<file path="config.mk">
export PLATFORM = sky130hd
export DESIGN_NAME = mc_control_fsm_flat
export DESIGN_NICKNAME = d
export VERILOG_FILES = /design/src/rtl/mc_control_fsm_if.sv /design/src/rtl/mc_control_fsm.sv /design/src/flat_wrapper.sv
export SDC_FILE = /design/constraint.sdc
export NUM_CORES = 1
export LEC_CHECK = 0
export BUFFER_PORTS_ARGS = -buffer_cell sky130_fd_sc_hd__buf_2
export CAP_MARGIN = 0
export CORE_AREA = 2 2 69 71
export CTS_BUF_LIST = sky130_fd_sc_hd__clkbuf_4 sky130_fd_sc_hd__clkbuf_8
export DETAILED_ROUTE_END_ITERATION = 12
export DIE_AREA = 0 0 71 73
export PLACE_DENSITY_LB_ADDON = 0.25
export SLEW_MARGIN = 10
export SYNTH_ARGS = -nofsm -noshare
export SYNTH_HDL_FRONTEND = slang
export SYNTH_SLANG_ARGS = --single-unit
</file>
<file path="constraint.sdc">
create_clock -name clk -period 2.7 [get_ports clk]
set_input_delay 0.81 -clock clk [delete_from_list [all_inputs] [get_ports clk]]
set_output_delay 0.81 -clock clk [all_outputs]
set_load 0.005 [all_outputs]
</file>
<file path="src/rtl/mc_control_fsm_if.sv">
// Control bundle between the multicycle controller and the RV32I datapath.
// master: controller (reads IR fields/flags, drives controls); slave: datapath.
interface mc_control_fsm_if;
  logic       go;
  logic [6:0] op;
  logic [2:0] funct3;
  logic       funct7b5;
  logic       Zero;
  logic       lt_zero;
  logic       mem_ready;
  logic       PCWrite;
  logic       IRWrite;
  logic       AdrSrc;
  logic [1:0] ALUSrcA;
  logic [1:0] ALUSrcB;
  logic [1:0] ResultSrc;
  logic [1:0] ImmSrc;
  logic [3:0] ALUControl;
  logic       RegWrite;
  logic       MemWrite;
  logic       retire;
  logic       illegal_instr;

  modport master (
    input  go, op, funct3, funct7b5,
    input  Zero, lt_zero, mem_ready,
    output PCWrite, IRWrite, AdrSrc,
    output ALUSrcA, ALUSrcB, ResultSrc,
    output ImmSrc, ALUControl,
    output RegWrite, MemWrite,
    output retire, illegal_instr
  );

  modport slave (
    output go, op, funct3, funct7b5,
    output Zero, lt_zero, mem_ready,
    input  PCWrite, IRWrite, AdrSrc,
    input  ALUSrcA, ALUSrcB, ResultSrc,
    input  ImmSrc, ALUControl,
    input  RegWrite, MemWrite,
    input  retire, illegal_instr
  );
endinterface

</file>
<file path="src/rtl/mc_control_fsm.sv">
// Moore control FSM for the RV32I multicycle datapath.
// Ports: clk, reset (async active-low), bus (controller side of the bundle).
module mc_control_fsm #(
  parameter bit RESET_TO_FETCH = 1'b1
) (
  input logic             clk,
  input logic             reset,
  mc_control_fsm_if.master bus
);

  typedef enum logic [3:0] {
    FETCH, DECODE, MEMADR, MEMREAD, MEMWB,
    MEMWRITE, EXEC_R, EXEC_I, ALUWB, BRANCH,
    JAL, JALR_ADR, JALR_JMP, TRAP, HALT
  } state_t;

  typedef struct packed {
    logic       pcw;
    logic       adr;
    logic [1:0] srca;
    logic [1:0] srcb;
    logic [1:0] rsel;
    logic [3:0] aluc;
    logic       rw;
    logic       mw;
    logic       ret;
    logic       ill;
  } ctrl_t;

  localparam logic [6:0] OP_LW   = 7'b0000011;
  localparam logic [6:0] OP_SW   = 7'b0100011;
  localparam logic [6:0] OP_R    = 7'b0110011;
  localparam logic [6:0] OP_I    = 7'b0010011;
  localparam logic [6:0] OP_BR   = 7'b1100011;
  localparam logic [6:0] OP_JAL  = 7'b1101111;
  localparam logic [6:0] OP_JALR = 7'b1100111;

  localparam ctrl_t FETCH_CTRL = '{
    pcw: 1'b0, adr: 1'b0, srca: 2'b00,
    srcb: 2'b10, rsel: 2'b10, aluc: 4'b0000,
    rw: 1'b0, mw: 1'b0, ret: 1'b0, ill: 1'b0
  };

  localparam state_t RST_ST =
    RESET_TO_FETCH ? FETCH : HALT;
  localparam ctrl_t RST_CTRL =
    RESET_TO_FETCH ? FETCH_CTRL : ctrl_t'('0);

  function automatic logic [3:0] alu_op(
    input logic [2:0] f3,
    input logic       f7,
    input logic       is_r
  );
    case (f3)
      3'b000:  alu_op = (is_r && f7) ? 4'b0001 : 4'b0000;
      3'b001:  alu_op = 4'b0110;
      3'b010:  alu_op = 4'b0101;
      3'b100:  alu_op = 4'b0100;
      3'b101:  alu_op = f7 ? 4'b1000 : 4'b0111;
      3'b110:  alu_op = 4'b0011;
      3'b111:  alu_op = 4'b0010;
      default: alu_op = 4'b0000;
    endcase
  endfunction

  function automatic ctrl_t dec(
    input state_t     s,
    input logic [2:0] f3,
    input logic       f7
  );
    ctrl_t c;
    c = '0;
    case (s)
      FETCH:    c = FETCH_CTRL;
      DECODE:   begin c.srca = 2'b01; c.srcb = 2'b01; end
      MEMADR:   begin c.srca = 2'b10; c.srcb = 2'b01; end
      MEMREAD:  c.adr = 1'b1;
      MEMWB:    begin c.rsel = 2'b01; c.rw = 1'b1; c.ret = 1'b1; end
      MEMWRITE: begin c.adr = 1'b1; c.mw = 1'b1; end
      EXEC_R:   begin
        c.srca = 2'b10;
        c.aluc = alu_op(f3, f7, 1'b1);
      end
      EXEC_I:   begin
        c.srca = 2'b10;
        c.srcb = 2'b01;
        c.aluc = alu_op(f3, f7, 1'b0);
      end
      ALUWB:    begin c.rw = 1'b1; c.ret = 1'b1; end
      BRANCH:   begin
        c.srca = 2'b10;
        c.aluc = 4'b0001;
        c.ret  = 1'b1;
      end
      JAL, JALR_JMP: begin
        c.srca = 2'b01;
        c.srcb = 2'b10;
        c.pcw  = 1'b1;
      end
      JALR_ADR: begin c.srca = 2'b10; c.srcb = 2'b01; end
      TRAP:     c.ill = 1'b1;
      default:  c = '0;
    endcase
    return c;
  endfunction

  state_t     state_q, state_d;
  ctrl_t      ctrl_q;
  logic       alu_ok, br_ok, taken;
  logic [1:0] imm_sel;

  assign alu_ok = (bus.funct3 != 3'b011);
  assign br_ok  = (bus.funct3[2:1] != 2'b01) &&
                  (bus.funct3[2:1] != 2'b11);

  always_comb begin
    state_d = state_q;
    case (state_q)
      FETCH:    if (bus.mem_ready) state_d = DECODE;
      DECODE: begin
        unique case (1'b1)
          (bus.op == OP_LW),
          (bus.op == OP_SW):   state_d = MEMADR;
          (bus.op == OP_R):    state_d = alu_ok ? EXEC_R : TRAP;
          (bus.op == OP_I):    state_d = alu_ok ? EXEC_I : TRAP;
          (bus.op == OP_BR):   state_d = br_ok ? BRANCH : TRAP;
          (bus.op == OP_JAL):  state_d = JAL;
          (bus.op == OP_JALR): state_d = JALR_ADR;
          default:             state_d = TRAP;
        endcase
      end
      MEMADR: begin
        if (bus.funct3 != 3'b010) state_d = TRAP;
        else if (bus.op == OP_SW) state_d = MEMWRITE;
        else                      state_d = MEMREAD;
      end
      MEMREAD:  if (bus.mem_ready) state_d = MEMWB;
      MEMWRITE: if (bus.mem_ready) state_d = FETCH;
      MEMWB, ALUWB, BRANCH:        state_d = FETCH;
      EXEC_R, EXEC_I, JAL, JALR_JMP: state_d = ALUWB;
      JALR_ADR: state_d = JALR_JMP;
      TRAP:     state_d = TRAP;
      HALT:     if (bus.go) state_d = FETCH;
      default:  state_d = RST_ST;
    endcase
  end

  always_ff @(posedge clk or negedge reset) begin
    if (!reset) begin
      state_q <= RST_ST;
      ctrl_q  <= RST_CTRL;
    end else begin
      state_q <= state_d;
      ctrl_q  <= dec(state_d, bus.funct3, bus.funct7b5);
    end
  end

  // Branch outcome comes from the ALU in the same cycle, so it cannot
  // be registered ahead of time.
  always_comb begin
    case (bus.funct3)
      3'b000:  taken = bus.Zero;
      3'b001:  taken = !bus.Zero;
      3'b100:  taken = bus.lt_zero;
      3'b101:  taken = !bus.lt_zero;
      default: taken = 1'b0;
    endcase
  end

  always_comb begin
    case (bus.op)
      OP_SW:   imm_sel = 2'b01;
      OP_BR:   imm_sel = 2'b10;
      OP_JAL:  imm_sel = 2'b11;
      default: imm_sel = 2'b00;
    endcase
  end

  logic fetch_go, mem_done, br_go;
  assign fetch_go = (state_q == FETCH) && bus.mem_ready;
  assign mem_done = (state_q == MEMWRITE) && bus.mem_ready;
  assign br_go    = (state_q == BRANCH) && taken;

  // Everything is gated with reset so nothing can strobe while it is low.
  assign bus.PCWrite    = reset && (ctrl_q.pcw || fetch_go || br_go);
  assign bus.IRWrite    = reset && fetch_go;
  assign bus.AdrSrc     = reset && ctrl_q.adr;
  assign bus.ALUSrcA    = {2{reset}} & ctrl_q.srca;
  assign bus.ALUSrcB    = {2{reset}} & ctrl_q.srcb;
  assign bus.ResultSrc  = {2{reset}} & ctrl_q.rsel;
  assign bus.ImmSrc     = {2{reset}} & imm_sel;
  assign bus.ALUControl = {4{reset}} & ctrl_q.aluc;
  assign bus.RegWrite   = reset && ctrl_q.rw;
  assign bus.MemWrite   = reset && ctrl_q.mw;
  assign bus.retire     = reset && (ctrl_q.ret || mem_done);
  assign bus.illegal_instr = reset && ctrl_q.ill;

endmodule

</file>
<file path="src/flat_wrapper.sv">
// flat-port wrapper written by rule: the top's interface ports become plain ports
module mc_control_fsm_flat 
#(
  parameter bit RESET_TO_FETCH = 1'b1
)
  (clk, reset, bus_go, bus_op, bus_funct3, bus_funct7b5, bus_Zero, bus_lt_zero, bus_mem_ready, bus_PCWrite, bus_IRWrite, bus_AdrSrc, bus_ALUSrcA, bus_ALUSrcB, bus_ResultSrc, bus_ImmSrc, bus_ALUControl, bus_RegWrite, bus_MemWrite, bus_retire, bus_illegal_instr);
  mc_control_fsm_if bus_i ();
  input logic clk;
  input logic reset;
  input wire logic [$bits(bus_i.go)-1:0] bus_go;
  input wire logic [$bits(bus_i.op)-1:0] bus_op;
  input wire logic [$bits(bus_i.funct3)-1:0] bus_funct3;
  input wire logic [$bits(bus_i.funct7b5)-1:0] bus_funct7b5;
  input wire logic [$bits(bus_i.Zero)-1:0] bus_Zero;
  input wire logic [$bits(bus_i.lt_zero)-1:0] bus_lt_zero;
  input wire logic [$bits(bus_i.mem_ready)-1:0] bus_mem_ready;
  output wire logic [$bits(bus_i.PCWrite)-1:0] bus_PCWrite;
  output wire logic [$bits(bus_i.IRWrite)-1:0] bus_IRWrite;
  output wire logic [$bits(bus_i.AdrSrc)-1:0] bus_AdrSrc;
  output wire logic [$bits(bus_i.ALUSrcA)-1:0] bus_ALUSrcA;
  output wire logic [$bits(bus_i.ALUSrcB)-1:0] bus_ALUSrcB;
  output wire logic [$bits(bus_i.ResultSrc)-1:0] bus_ResultSrc;
  output wire logic [$bits(bus_i.ImmSrc)-1:0] bus_ImmSrc;
  output wire logic [$bits(bus_i.ALUControl)-1:0] bus_ALUControl;
  output wire logic [$bits(bus_i.RegWrite)-1:0] bus_RegWrite;
  output wire logic [$bits(bus_i.MemWrite)-1:0] bus_MemWrite;
  output wire logic [$bits(bus_i.retire)-1:0] bus_retire;
  output wire logic [$bits(bus_i.illegal_instr)-1:0] bus_illegal_instr;
  assign bus_i.go = bus_go;
  assign bus_i.op = bus_op;
  assign bus_i.funct3 = bus_funct3;
  assign bus_i.funct7b5 = bus_funct7b5;
  assign bus_i.Zero = bus_Zero;
  assign bus_i.lt_zero = bus_lt_zero;
  assign bus_i.mem_ready = bus_mem_ready;
  assign bus_PCWrite = bus_i.PCWrite;
  assign bus_IRWrite = bus_i.IRWrite;
  assign bus_AdrSrc = bus_i.AdrSrc;
  assign bus_ALUSrcA = bus_i.ALUSrcA;
  assign bus_ALUSrcB = bus_i.ALUSrcB;
  assign bus_ResultSrc = bus_i.ResultSrc;
  assign bus_ImmSrc = bus_i.ImmSrc;
  assign bus_ALUControl = bus_i.ALUControl;
  assign bus_RegWrite = bus_i.RegWrite;
  assign bus_MemWrite = bus_i.MemWrite;
  assign bus_retire = bus_i.retire;
  assign bus_illegal_instr = bus_i.illegal_instr;
  mc_control_fsm #(.RESET_TO_FETCH(RESET_TO_FETCH)) u_core (.clk(clk), .reset(reset), .bus(bus_i));
endmodule
</file>
==> impl_results.md, run 1 <==
* Hold Buf Count CTS at 0
* Unrepaired setup endpoints after global routing: no
* Fin cells at 254
* Starting Density at 0.301
* Min cycle time layout at 2.63 ns
* Worst Hold Class: in -> async
* Final WS setup at 0.0698 ns
* Ys flop type: dfrtp_1
* Via count at 1,215
* Gp weighted congestion at 0.812
* TritonCTS Buffers at 3
* Post-route ant nets at 0
* Site row count at 25
* LEAKAGE at 0.830 nW
* Clk sink count at 20
* CTS root buf: clkbuf_8
* CP startpoint kind: input pin
* DR pass1 iterations at 4
* Crit. End Element: primary output
* Fin crit share at 0.974
* Count of different cell masters after synthesis at 50
* CTS tree: done
* Iteration-0 DRC Markers at 40
* #FFs+latches synth at 20
* Ys Warns at 0
* Worst slew pin tran at 0.398 ns
* DRC at 0
* Slowest stage delay, CP at 0.22 ns
* Power Density at 774 nW/um2
* IO Count at 36
* Clock Tree Buf Depth at 2
* Final nets at 218
* Die Y at 73 um
* Layout cells sized above 1 at 0.330
* Detailed Route WL at 2.94 mm
* Delay-heaviest family, CP: buffers and inverters
* Area Overhead vs Synth at 27.0%
* Final setup vio count at 0
* Die area at 5180 um2
* Clk_skew at 0.00500 ns
* Syn nets at 172
* Worst IR Drop VDD at 0.244 mV
* Crit-path slowest cell: o31a_1
* Sequential fraction of the synthesis area at 0.368
* Buf/Inv on CP at 3
* Initial antenna violation count at 0
* I/O Buffers at 35
* Core area at 4540 um2
* Post-synth ARST share at 1.00
* Post-DP HPWL at 2.35 mm
* GRT Total Usage at 0.119
* Die Wd at 71 um
* Setup Crit Path Kind: in -> out
* Crit path cell chain: buf_6, mux2i_2, xor2_1, nor4_1, buf_4, o31a_1, buf_2
* WP depth at 7
* Post-Syn Area at 1370 um2
* Syn_area_per_cell at 8.81 um2
* Slew Viols, Final at 0
* Max transition margin at 0.732
* # diodes at 0
* CP Data Arrival Time at 1.82 ns
* Largest net degree at the start of global routing at 29
* Placed cells at 250
* Clk Latency, worst-skew pair at 0.26 ns
* Crit-path max FO at 2
* Worst Path Required at 1.89 ns
* Post-synthesis cell count at 155
* CTS resizes at 0
* Total gr overflow at 0
* Via-per-instance ratio at 4.78
* DP Worst Slack at -0.00250 ns
* Fmax at 380 MHz
* Status: completed
* Postcts setup bufs at 0
* Worst Reg2Reg Path Length in Cells at 7
* Vias in the first global route at 1,136
* DR WL/cell at 11.6 um
* Fill count at 469
* Max-Cap Viols at 0
* Post-synth EDFFs at 0
* Clk slew on worst S/H paths at 0.07 ns
* Final hold vios at 0
* First-pass GRT wire length at 4.97 mm
* CTS H-tree lvls at 1
[area by class of cell]
cell class	count	area [um2]	share of cell area
multi-input combinational	119	783	0.452
sequential	20	503	0.290
timing repair buffer	48	292	0.168
tap	54	67.6	0.0390
clock buffer	4	55.1	0.0317
inverter	9	33.8	0.0195
[where the power goes]
group          switching (mW)  leakage (nW)  internal, mW  total [mW]
clock                  0.0961        0.0288         0.130       0.226
combinational           0.399         0.538         0.277       0.676
sequential             0.0438         0.263         0.397       0.441
total                   0.539         0.830         0.804        1.34
[worst paths after layout]
kind | from | end | slack (ns)
setup / recovery | bus_funct3[2] | bus_PCWrite | 0.07
hold / removal | reset | u_core.ctrl_q[8] | 0.39
setup reg to reg | u_core.state_q[0] | u_core.ctrl_q[6] | 0.60
hold reg to reg | u_core.state_q[2] | u_core.ctrl_q[8] | 0.61
max in group asynchronous | reset | u_core.ctrl_q[9] | 1.88
min in group clk | u_core.state_q[2] | u_core.ctrl_q[8] | 0.61
[logic make-up (layout without fill, tap and decap cells)]
kind of cell | count (synthesis) | in the layout | synth area share
AOI/OAI and AO/OA | 35 | 35 | 0.191
xor gates and xnor gates | 4 | 4 | 0.0257
buffers and inverters | 16 | 61 | 0.0623
DFF | 20 | 20 | 0.368
muxes | 2 | 2 | 0.0156
and+or+nand+nor | 78 | 78 | 0.337
[cell usage in the layout, fill, tap and decap left out, types with 4 or more instances in the layout]
master    count
nor3_1        7
dfrtp_1      18
inv_1         8
buf_2        34
nand2_1      12
clkbuf_8      4
nor2b_1       6
buf_4        12
o21ai_0      10
nor2_1        8
and2_1       17
nand3_1       5
[cells in the mapped netlist, types with 3 or more instances]
| master | number | area share |
|---|---|---|
| a21oi_1 | 3 | 0.011 |
| a31oi_1 | 3 | 0.014 |
| xnor2_1 | 3 | 0.019 |
| nor2_1 | 9 | 0.025 |
| nand3_1 | 5 | 0.018 |
| and3_1 | 3 | 0.014 |
| nor2b_1 | 6 | 0.028 |
| nor3b_1 | 3 | 0.016 |
| and2_1 | 17 | 0.078 |
| dfrtp_1 | 18 | 0.33 |
| o21ai_0 | 10 | 0.037 |
| nand2_1 | 12 | 0.033 |
| nor3_1 | 7 | 0.026 |
| a21boi_0 | 3 | 0.016 |
| inv_1 | 8 | 0.022 |
| nand2b_1 | 3 | 0.014 |
[sequential cells by signal, summed over array words and instances (netlist names)]
name            count
u_core.ctrl_q      16
u_core.state_q      4
[through the flow]
step	power (mW)	utilization	TNS [ns]	area [um2]	hold slack, ns
5_1_grt	1.45	0.382	0	1730	0.393
2_1_floorplan	0.891	-	0	1370	0.514
4_1_cts	1.35	0.380	0	1720	0.388
3_3_place_gp	1.12	0.367	0	1670	0.625
3_5_place_dp	1.12	0.367	-0.00250	1670	0.618
6_report	1.34	0.382	0	1730	0.389
[per-layer routing]
| layer | GRT usage | part of all wire | routed length (um) |
|---|---|---|---|
| met4 | 0.0461 | 0.018 | 52 |
| met2 | 0.191 | 0.45 | 1340 |
| met5 | 0 | 0 | 0 |
| met1 | 0.162 | 0.49 | 1440 |
| met3 | 0.0180 | 0.038 | 111 |
(Power assumes the default switching activity.)
==> inputs of run 2 (changes only) <==
--- a/config.mk
+++ b/config.mk
@@ -12,6 +12,7 @@
 export DETAILED_ROUTE_END_ITERATION = 12
 export DIE_AREA = 0 0 71 73
 export PLACE_DENSITY_LB_ADDON = 0.25
+export REMOVE_ABC_BUFFERS = 1
 export SLEW_MARGIN = 10
 export SYNTH_ARGS = -nofsm -noshare
 export SYNTH_HDL_FRONTEND = slang
==> impl_results.md, run 2 (same netlist as run 1, synthesis figures left out) <==
* Status: completed
* Fmax at 381 MHz (+0.24%)
* Fin crit share at 0.972 (-0.00229)
* CP startpoint kind: input pin
* CTS H-tree lvls at 1 (unchanged)
* Worst Hold Class: in -> async
* TritonCTS Buffers at 3 (unchanged)
* Final nets at 216 (-0.92%)
* Clk sink count at 20 (unchanged)
* Die Y at 73 um (unchanged)
* Setup Crit Path Kind: in -> out
* Reg-to-reg setup timing slack at 0.66 ns (+0.06 ns)
* Layout cells sized above 1 at 0.323 (-0.00677)
* Area Overhead vs Synth at 26.5%
* First-pass GRT wire length at 4.95 mm (-0.40%)
* Via-per-instance ratio at 4.87 (+1.7%)
* Clk_skew at 0.00552 ns (+0.000522 ns)
* DRC at 0 (unchanged)
* IO Count at 36 (unchanged)
* Worst IR Drop VDD at 0.265 mV (+9.0%)
* CTS root buf: clkbuf_8
* Iteration-0 DRC Markers at 39 (-2.5%)
* Crit-path max FO at 2 (unchanged)
* Slew Viols, Final at 0 (unchanged)
* Die Wd at 71 um (unchanged)
* Post-DP HPWL at 2.37 mm (+0.58%)
* LEAKAGE at 0.821 nW (-1.1%)
* DR pass1 iterations at 4 (unchanged)
* Initial antenna violation count at 0 (unchanged)
* CTS tree: done
* Fill count at 476 (+1.5%)
* Storage cell area at 503 um2 (unchanged)
* Worst slew pin tran at 0.395 ns (-0.00364 ns)
* Clock Tree Buf Depth at 2 (unchanged)
* Site row count at 25 (unchanged)
* Max-Cap Viols at 0 (unchanged)
* DR WL/cell at 11.5 um (-0.34%)
* Final setup vio count at 0 (unchanged)
* Post-route ant nets at 0 (unchanged)
* Most frequent cells in the layout: buf_2 (34), dfrtp_1 (18), and2_1 (17), nand2_1 (12), buf_4 (11)
* Largest net degree at the start of global routing at 28 (-3.4%)
* Hold Worst Slack at 0.470 ns (+0.0812 ns)
* Worst Path Required at 1.89 ns (about the same)
* Top reg by flops: u_core.ctrl_q
* Unrepaired setup endpoints after global routing: no
* GRT Total Usage at 0.120 (+0.000687)
* Multi-input logic area at 787 um2 (+0.48%)
* Number of flip-flops in the largest register at 16 (unchanged)
* Final hold vios at 0 (unchanged)
* Die area at 5180 um2 (unchanged)
* Vias in the first global route at 1,124 (-1.1%)
* Clk slew on worst S/H paths at 0.07 ns (about the same)
* I/O Buffers at 35 (unchanged)
* CP Data Arrival Time at 1.81 ns (about the same)
* Total gr overflow at 0 (unchanged)
* Min cycle time layout at 2.62 ns (-0.00617 ns)
* Crit. End Element: primary output
* Gp weighted congestion at 0.837 (+3.0%)
* Clk Latency, worst-skew pair at 0.26 ns (about the same)
* Total negative slack at 0 ns (unchanged)
* Core area at 4540 um2 (unchanged)
* Postcts setup bufs at 0 (unchanged)
* Most common cell after layout, fill and taps aside: buf_2
* Power Density at 820 nW/um2 (+5.9%)
* Max transition margin at 0.737 (+0.00447)
* Detailed Route WL at 2.91 mm (-1.1%)
* Starting Density at 0.301 (unchanged)
* # diodes at 0 (unchanged)
* Via count at 1,226 (+0.91%)
* Biggest regs: u_core.ctrl_q: 16 flops, u_core.state_q: 4 flops
==> run 2: path summary, 6_finish.rpt <==
kind	depth (start not counted)	from	endpoint
worst min register to register	2	u_core.state_q[0]	u_core.ctrl_q[8]
min in group clk	2	u_core.state_q[0]	u_core.ctrl_q[8]
worst max register to register	7	u_core.state_q[0]	u_core.ctrl_q[6]
worst max-delay path	6	bus_funct3[2]	bus_PCWrite
max in group asynchronous	2	reset	u_core.ctrl_q[11]
worst min-delay path	1	reset	u_core.ctrl_q[10]
==> run 2: critical path, cell delays in order <==
cell and delay, ns:
buf_6 0.10, mux2i_2 0.14, xor2_1 0.17, nor4_2 0.31, o31a_1 0.19, buf_2 0.10
==> run 2: power breakdown <==
| part | switching, mW | leakage, nW | internal (mW) |
|---|---|---|---|
| combinational | 0.383 | 0.522 | 0.287 |
| sequential | 0.0572 | 0.263 | 0.397 |
| clock | 0.0944 | 0.0357 | 0.198 |
==> run 2: through the flow <==
step | worst slack (ns) | cells | util | total power [mW] | instance area [um2]
5_1_grt | 0.0162 | 252 | 0.381 | 1.53 | 1730
3_5_place_dp | 0.0195 | 249 | 0.363 | 1.13 | 1650
4_1_cts | 0.0186 | 253 | 0.379 | 1.43 | 1720
2_1_floorplan | 0.398 | 148 | - | 0.875 | 1310
6_report | 0.0760 | 252 | 0.381 | 1.42 | 1730
3_3_place_gp | 0.0317 | 249 | 0.363 | 1.13 | 1650
==> run 2: layout make-up <==
class                      count  share of cell area
tap                           54              0.0391
clock inverter                 1              0.0174
multi-input combinational    119               0.456
inverter                       9              0.0196
sequential                    20               0.291
clock buffer                   3              0.0239
timing repair buffer          46               0.153
==> run 2: timing repair <==
item / 4_1_cts / 5_1_grt
hold buffers: 0 / 0
endpoints found under the hold margin: 0 / 0
setup endpoints to repair: 0 / 1
resized for setup: 0 / 3
==> run 2: layer usage <==
metal / vias up / track usage / routed length [um]
met2: 40 / 0.194 / 1310
met5: - / 0 / 0
met3: 4 / 0.0193 / 144
met1: 552 / 0.164 / 1430
li1: 630 / - / -
met4: 0 / 0.0377 / 33
